[config.mk]
export PLATFORM = sky130hd
export DESIGN_NAME = hex_hello_decoder
export DESIGN_NICKNAME = d
export VERILOG_FILES = /design/src/rtl/hex_hello_decoder.sv
export SDC_FILE = /design/constraint.sdc
export NUM_CORES = 1
export LEC_CHECK = 0
export ABC_AREA = 1
export BUFFER_PORTS_ARGS = -buffer_cell sky130_fd_sc_hd__buf_4
export CORE_ASPECT_RATIO = 0.9
export CORE_MARGIN = 2
export CORE_UTILIZATION = 61
export DETAILED_ROUTE_END_ITERATION = 12
export GPL_ROUTABILITY_DRIVEN = 0
export GPL_TIMING_DRIVEN = 1
export HOLD_SLACK_MARGIN = 0.05
export PLACE_DENSITY = 0.95
export SETUP_SLACK_MARGIN = 0.05
export SLEW_MARGIN = 25
export SYNTH_ARGS = -nofsm -noshare
export SYNTH_HDL_FRONTEND = slang
export SYNTH_SLANG_ARGS = --single-unit
[constraint.sdc]
create_clock -name CLOCK_50 -period 6.5 [get_ports CLOCK_50]
set_clock_uncertainty 0.05 [all_clocks]
set_input_delay 0.325 -clock CLOCK_50 [delete_from_list [all_inputs] [get_ports CLOCK_50]]
set_output_delay 0.325 -clock CLOCK_50 [all_outputs]
set_load 0.1 [all_outputs]
[src/rtl/hex_hello_decoder.sv]
// Receiving-side decoder for the eight-digit seven-segment HELLO scroller bus.
// Snapshots HEX0..HEX7, decodes one digit per clock, then searches the eight scroll rotations.
module hex_hello_decoder (
    input  logic        CLOCK_50,
    input  logic        RESET_N,
    input  logic        START,
    input  logic [0:6]  HEX0,
    input  logic [0:6]  HEX1,
    input  logic [0:6]  HEX2,
    input  logic [0:6]  HEX3,
    input  logic [0:6]  HEX4,
    input  logic [0:6]  HEX5,
    input  logic [0:6]  HEX6,
    input  logic [0:6]  HEX7,
    output logic        BUSY,
    output logic        DONE,
    output logic        VALID,
    output logic [2:0]  ROT,
    output logic [23:0] CODES
);

    localparam logic [2:0] CH_SPACE = 3'd0;
    localparam logic [2:0] CH_H     = 3'd1;
    localparam logic [2:0] CH_E     = 3'd2;
    localparam logic [2:0] CH_L     = 3'd3;
    localparam logic [2:0] CH_O     = 3'd4;
    localparam logic [2:0] CH_BAD   = 3'd7;

    typedef enum logic [1:0] {
        S_IDLE,
        S_SCAN,
        S_MATCH,
        S_DONE
    } state_t;

    state_t      state, state_nxt;
    logic [0:6]  hex_in [8];
    logic [0:6]  snap   [8];
    logic [2:0]  code   [8];
    logic [2:0]  idx;
    logic [2:0]  rot_r;
    logic        rot_hit;
    logic [23:0] codes_flat;

    // Active-low glyph pattern to character code; anything unrecognised is invalid.
    function automatic logic [2:0] glyph_decode(input logic [0:6] g);
        logic [2:0] c;
        case (g)
            7'b1111111: c = CH_SPACE;
            7'b0001001: c = CH_H;
            7'b0000110: c = CH_E;
            7'b1000111: c = CH_L;
            7'b1000000: c = CH_O;
            default:    c = CH_BAD;
        endcase
        return c;
    endfunction

    function automatic logic [2:0] msg_char(input logic [2:0] pos);
        logic [2:0] c;
        case (pos)
            3'd0, 3'd1, 3'd2: c = CH_SPACE;
            3'd3:             c = CH_H;
            3'd4:             c = CH_E;
            3'd5, 3'd6:       c = CH_L;
            default:          c = CH_O;
        endcase
        return c;
    endfunction

    // Digit i shows S[(7-i+r) mod 8]; in 3-bit arithmetic 7-i is simply ~i.
    function automatic logic [2:0] rot_char(input logic [2:0] digit, input logic [2:0] r);
        logic [2:0] pos;
        pos = r + ~digit;
        return msg_char(pos);
    endfunction

    assign hex_in[0] = HEX0;
    assign hex_in[1] = HEX1;
    assign hex_in[2] = HEX2;
    assign hex_in[3] = HEX3;
    assign hex_in[4] = HEX4;
    assign hex_in[5] = HEX5;
    assign hex_in[6] = HEX6;
    assign hex_in[7] = HEX7;

    always_comb begin
        rot_hit = 1'b1;
        for (int i = 0; i < 8; i++) begin
            if (code[i] != rot_char(3'(i), rot_r)) begin
                rot_hit = 1'b0;
            end
        end
    end

    always_comb begin
        codes_flat = '0;
        for (int i = 0; i < 8; i++) begin
            codes_flat[3*i +: 3] = code[i];
        end
    end

    always_comb begin
        state_nxt = state;
        BUSY      = 1'b0;
        DONE      = 1'b0;
        case (state)
            S_IDLE: begin
                if (START) begin
                    state_nxt = S_SCAN;
                end
            end
            S_SCAN: begin
                BUSY = 1'b1;
                if (idx == 3'd7) begin
                    state_nxt = S_MATCH;
                end
            end
            S_MATCH: begin
                BUSY = 1'b1;
                if (rot_hit || rot_r == 3'd7) begin
                    state_nxt = S_DONE;
                end
            end
            S_DONE: begin
                DONE      = 1'b1;
                state_nxt = S_IDLE;
            end
            default: state_nxt = S_IDLE;
        endcase
    end

    always_ff @(posedge CLOCK_50 or negedge RESET_N) begin
        if (!RESET_N) begin
            state <= S_IDLE;
            idx   <= '0;
            rot_r <= '0;
            VALID <= 1'b0;
            ROT   <= '0;
            CODES <= '0;
            for (int i = 0; i < 8; i++) begin
                snap[i] <= '0;
                code[i] <= '0;
            end
        end else begin
            state <= state_nxt;
            case (state)
                // Snapshot stage: freeze the bus so later input changes cannot disturb the result
                S_IDLE: begin
                    if (START) begin
                        for (int i = 0; i < 8; i++) begin
                            snap[i] <= hex_in[i];
                        end
                        idx <= '0;
                    end
                end
                // Decode stage: one digit per clock
                S_SCAN: begin
                    code[idx] <= glyph_decode(snap[idx]);
                    idx       <= idx + 3'd1;
                    if (idx == 3'd7) begin
                        rot_r <= '0;
                    end
                end
                // Match stage: one rotation per clock, first hit wins
                S_MATCH: begin
                    if (rot_hit) begin
                        ROT   <= rot_r;
                        VALID <= 1'b1;
                        CODES <= codes_flat;
                    end else if (rot_r == 3'd7) begin
                        ROT   <= '0;
                        VALID <= 1'b0;
                        CODES <= codes_flat;
                    end else begin
                        rot_r <= rot_r + 3'd1;
                    end
                end
                default: ;
            endcase
        end
    end

endmodule
Word level (Yosys, flattened, before mapping)
Index checks and enable logic that the tools add are counted.

word-level totals
  logic and storage cells = 182
  output and inout port bits = 30
  register bits = 116
  input port bits = 59

cells by class
  reductions and logical operators = 36
  muxes and demuxes = 42
  eq/ne operators = 71
  magnitude comparators = 2
  bitwise operators = 1
  $add $sub $neg = 8

operators with widths
  cell                                                                    number
  3-bit one-hot mux with 4 select lines                                   8
  3-bit equality test (second input constant)                             26
  3-bit by 2-bit equality test with 1-bit output (second input constant)  16
  24-bit 2-to-1 mux                                                       2
  24-bit bitwise mux                                                      1
  3-bit by 1-bit equality test with 1-bit output (second input constant)  8
  3-bit zero test                                                         8
  3-bit 2-to-1 mux                                                        8
  3-bit inequality test                                                   8
  3-bit OR reduction                                                      8
  7-bit binary-select mux with 3-bit select                               1
  7-bit equality test (second input constant)                             3
  2-bit OR reduction                                                      9
  3-bit one-hot mux with 5 select lines                                   1
  7-bit 2-to-1 mux                                                        2
  3-bit adder (second input constant)                                     4
  1-bit 2-to-1 mux                                                        12
  3-bit one-hot mux with 2 select lines                                   2
  2-bit inequality test (second input constant)                           5
  3-bit demux with 3-bit select                                           1
  2-bit one-hot mux with 4 select lines                                   1
  7-bit by 3-bit equality test with 1-bit output (second input constant)  1
  7-bit by 4-bit equality test with 1-bit output (second input constant)  1
  3-bit by 1-bit adder with 3-bit output (second input constant)          2
  14 further kinds                                                        22

Longest topological paths before layout
  word-level depth = 16
  gate-level depth with buffers = 19
  depth with buffers taken out = 19

Worst setup path before layout
Ideal clock, no wire load.

  path type = register to register
  start = register rot_r[1]
  end = register CODES[18]
  stages on the path, launching flop included = 20
  setup time = 122 ps
  required time = 6328 ps
  arrival time = 2408 ps
  path buffers = 1
  path slack = 3920 ps
  period minus slack after synthesis = 2580 ps
  cells stage by stage = dfrtp_1 > inv_1 > ha_1 > ha_1 > inv_2 > nand2_2 > nand2_1 > nor2_2 > nand2_1 > nand2_1 > nand2_1 > nor2_1 > nand2_1 > nor2_2 > nand3_2 > nand2_2 > nand2_4 > buf_6 > nand2_1 > o21ai_2

between the ends
  word-level cells in the longest chain between the ends = 15
  elaborated cells between the ends (all ways) = 107
  classes of those cells = 7 x add/sub; 57 x eq/ne; 17 x mux; 26 x reduce/logical

RTL lines
  element                                                                 line  RTL
  from (decl)                                                             41    logic [2:0] rot_r;
  from (signal assigned)                                                  176   rot_r <= rot_r + 3'd1;
  3-bit adder                                                             74    pos = r + ~digit;
  3-bit by 1-bit equality test with 1-bit output (tied with other cells)  61    case (pos)
  3-bit OR reduction or 2-bit OR reduction (tied branches)                61
  3-bit one-hot mux with 4 select lines                                   61
  3-bit inequality test                                                   90    if (code[i] != rot_char(3'(i), rot_r)) begin
  1-bit 2-to-1 mux (8 in a row)                                           90
  2-bit nonzero test (no source line)                                     n/a
  2-bit AND reduction (no source line)                                    n/a
  to (signal assigned)                                                    170   CODES <= codes_flat;
  to (signal assigned)                                                    174   CODES <= codes_flat;
  to (decl)                                                               19    output logic [23:0] CODES

Several ways; a longest one is shown, not always the timed one.
A chain may end at the register's enable or synchronous reset.

Worst setup path after layout
  start = register rot_r[1]
  end = register rot_r[2]

between the ends
  word-level cells in the longest chain between the ends = 15
  elaborated cells between the ends (all ways) = 110
  classes of those cells = 7 x add/sub; 59 x eq/ne; 19 x mux; 25 x reduce/logical

RTL lines
  element                                                                 line
  3-bit adder                                                             74
  3-bit by 1-bit equality test with 1-bit output (tied with other cells)  61
  3-bit OR reduction or 2-bit OR reduction (tied branches)                61
  3-bit one-hot mux with 4 select lines                                   61
  3-bit inequality test                                                   90
  1-bit 2-to-1 mux (8 in a row)                                           90
  2-bit inequality test (no source line)                                  n/a
  4-bit AND reduction (no source line)                                    n/a

Several ways; a longest one is shown, not always the timed one. The select of a mux whose other input is x is not followed.

==> results.py <==
metrics = {
    "worst_setup_path": {
        "path_buf_inv": 1,
        "critPathLaunchType": "register",
        "cpPeakStageDelay_ps": 460,
        "critPathKind": "register to register",
        "worstPathArrival_ps": 3770,
        "path_cells": "inv_1 -> ha_1 -> ha_1 -> nand2_1 -> nand2_1 -> nor2_1 -> nand2_1 -> nand2_1 -> nand2_1 -> nor2_1 -> nand2_1 -> nor2_2 -> nand3_2 -> nand2_2 -> nand2_4 -> nand2_1 -> nand2_1 -> nand2_1",
        "worstPathRequired_ps": 6800,
        "cp_max_fo": 54,
        "critical_path.top_delay_family": "simple AND/OR/NAND/NOR gates",
        "crit_path_frequent_cell": "nand2_1",
        "cp_slowest_cell": "dfrtp_1",
        "cp-end-kind": "register",
    },
    "finish": {
        "fillers": 606,
        "utilization_pct": 77.07,
        "design_area_sq_um": 7541,
        "n_antenna_cell": 0,
        "finalNetCount": 909,
        "syn_to_final_growth_pct": 21.73,
        "drive_gt1_share_pct": 26.48,
    },
    "timing": {
        "finalWorstSetupSlack_ps": 3037,
        "tns_ps": 0,
        "worst_pin_slew_ps": 860.3,
        "slew_headroom_pct": 42.64,
        "drv_slew": 0,
        "finalHoldViolations": 0,
        "grt_setup_unrepaired": "false",
        "max_freq_mhz": 288.8,
        "period_share_pct": 53.27,
        "finalSetupViolations": 0,
        "fin_crit_ps": 3463,
    },
    "global_route": {
        "grt_antenna_before_repair": 0,
        "grt-ovfl-total": 0,
        "grt_pass1_vias": 5636,
        "grt_max_degree": 70,
        "grt_pass1_wl_microns": 27100,
        "grt_usage_pct": 32.73,
    },
    "clock_tree": {
        "cts_tree": "built",
        "postCtsSetupBuffers": 0,
        "path_clk_slew_ps": 60,
        "cts_root_buffer": "clkbuf_16",
        "htree_levels": 4,
        "postCtsResizedCells": 0,
        "cts_buffer_depth": 2,
        "cts_hold_buf": 1,
        "numCtsBuffers": 17,
        "insertion_delay_ps": 420,
        "cts_sinks": 116,
    },
    "floorplanning": {
        "die_area_sq_um": 10980,
        "die_w_microns": 110.2,
        "initial_core_util_pct": 63.31,
        "row_count": 34,
        "num_io_pins": 89,
        "die-height_microns": 99.60,
        "core_sq_um": 9784,
    },
    "detailed_routing": {
        "routedWlPerCell_microns": 17.33,
        "drt_iter0_drc": 616,
        "route.vias.total": 5704,
        "first_pass_iters": 6,
        "drc": 0,
        "wl_microns": 16840,
        "postRouteAntennaNets": 0,
        "vias_per_cell": 5.868,
    },
    "power": {
        "power_leakage_uw": 0.003902,
        "p_per_area_nw_per_um2": 490.5,
        "ir_drop_v": 0.0003935,
    },
    "hold_path": {
        "min_path_type": "input port to register",
    },
    "logic_synthesis": {
        "syn_inst": 741,
        "synth_cell_types": 29,
        "synth_nets": 817,
        "seq_area_frac_synth_pct": 46.86,
        "synth.avg_cell_area_sq_um": 8.360,
        "syn_area_sq_um": 6195,
        "ys_seq_elements": 116,
        "synth_warnings": 0,
    },
    "status": {
        "status": "complete, no violations",
    },
    "place": {
        "port_buffers": 88,
        "pre_cts_ws_ps": 3299,
        "dp_hpwl_microns": 10940,
        "dpl_cell_area_sq_um": 6918,
    },
    "job": {
        "drv_cap": 0,
    },
}
[kinds of logic after synthesis]
logic type	after synthesis	share of synthesized area, %
AND/OR/NAND/NOR	381	25.85
multiplexers	43	7.817
buffers and inverters	101	6.908
adder cells (fa/ha/maj)	17	3.434
flip-flops	116	46.86
AO/OA/AOI/OAI	83	9.130
[through the flow]
step	power, uW	hold WS (ps)	instances
after global placement	2533	316.3	939
after CTS	3645	80.24	972
after floorplan	2248	-20.59	741
after global routing	3905	78.69	972
final	3699	82.01	972
after detailed placement	2610	324.5	939
[registers in the layout, indices dropped and copies added (netlist names)]
| name | cells |
|---|---|
| snap | 56 |
| CODES | 24 |
| code | 24 |
| ROT | 3 |
| idx | 3 |
| rot_r | 3 |
| state | 2 |
| VALID | 1 |
[cell usage in the layout (no fill, tap or decap), types with 7 or more instances in the layout]
master and n:
a21oi_1 14, buf_4 91, clkbuf_16 17, dfrtp_1 116, ha_1 17, inv_1 75, inv_2 7, mux2_2 43
nand2_1 231, nand2_2 8, nand3_1 42, nand4_1 12, nor2_1 69, nor2_2 7, o211ai_1 14, o21ai_0 25
o21ai_2 24
[cell usage after synthesis, drive strengths merged]
master | number | area share, %
clkbuf | 2 | 0.12
ha | 17 | 3.4
inv | 82 | 5.0
nand4 | 12 | 1.2
o21bai | 1 | 0.30
nor3 | 3 | 0.32
dfrtp | 116 | 47
o21ai | 54 | 6.0
nand2 | 240 | 15
mux2 | 43 | 7.8
nand3 | 44 | 3.7
or2 | 4 | 0.40
o211ai | 14 | 1.7
buf | 17 | 1.8
a21oi | 14 | 1.1
nor2 | 78 | 5.3
[power breakdown]
| group | switching (uW) | internal [uW] | leakage (uW) |
|---|---|---|---|
| combinational | 997 | 546 | 0.00216 |
| sequential | 205 | 980 | 0.00145 |
| clock | 356 | 616 | 0.000290 |
[final cells by class]
cell class                 count  area [sq um]  area share [%]
timing repair buffer          92         693.2           9.192
tap                          126         157.7           2.091
sequential                   116          2903           38.49
inverter                      82         307.8           4.082
multi-input combinational    524          2867           38.01
clock buffer                  18         439.2           5.824
clock inverter                14         173.9           2.306
[metal layers]
| metal | vias to the layer above | GRT usage [%] | wire length, microns |
|---|---|---|---|
| met3 | 102 | 9.830 | 1694 |
| met4 | 0 | 18.46 | 862 |
| met5 | - | 0 | 0 |
| met1 | 2631 | 40.27 | 6316 |
| met2 | 409 | 51.25 | 7970 |
| li1 | 2562 | - | - |
[final timing paths]
kind	slack, ps	from	cells past startpoint	to
max	3040	rot_r[1]$_DFFE_PN0P_	18	rot_r[2]$_DFFE_PN0P_
min	80	HEX7[4]	2	snap[2]$_DFFE_PN0P_
max reg2reg	3040	rot_r[1]$_DFFE_PN0P_	18	rot_r[2]$_DFFE_PN0P_
min reg2reg	430	CODES[6]$_DFFE_PN0P_	2	CODES[6]$_DFFE_PN0P_
max in group asynchronous	4690	RESET_N	3	ROT[0]$_DFFE_PN0P_
min in group asynchronous	410	RESET_N	2	snap[8]$_DFFE_PN0P_
No activity file was read; power rests on OpenSTA's default activity.
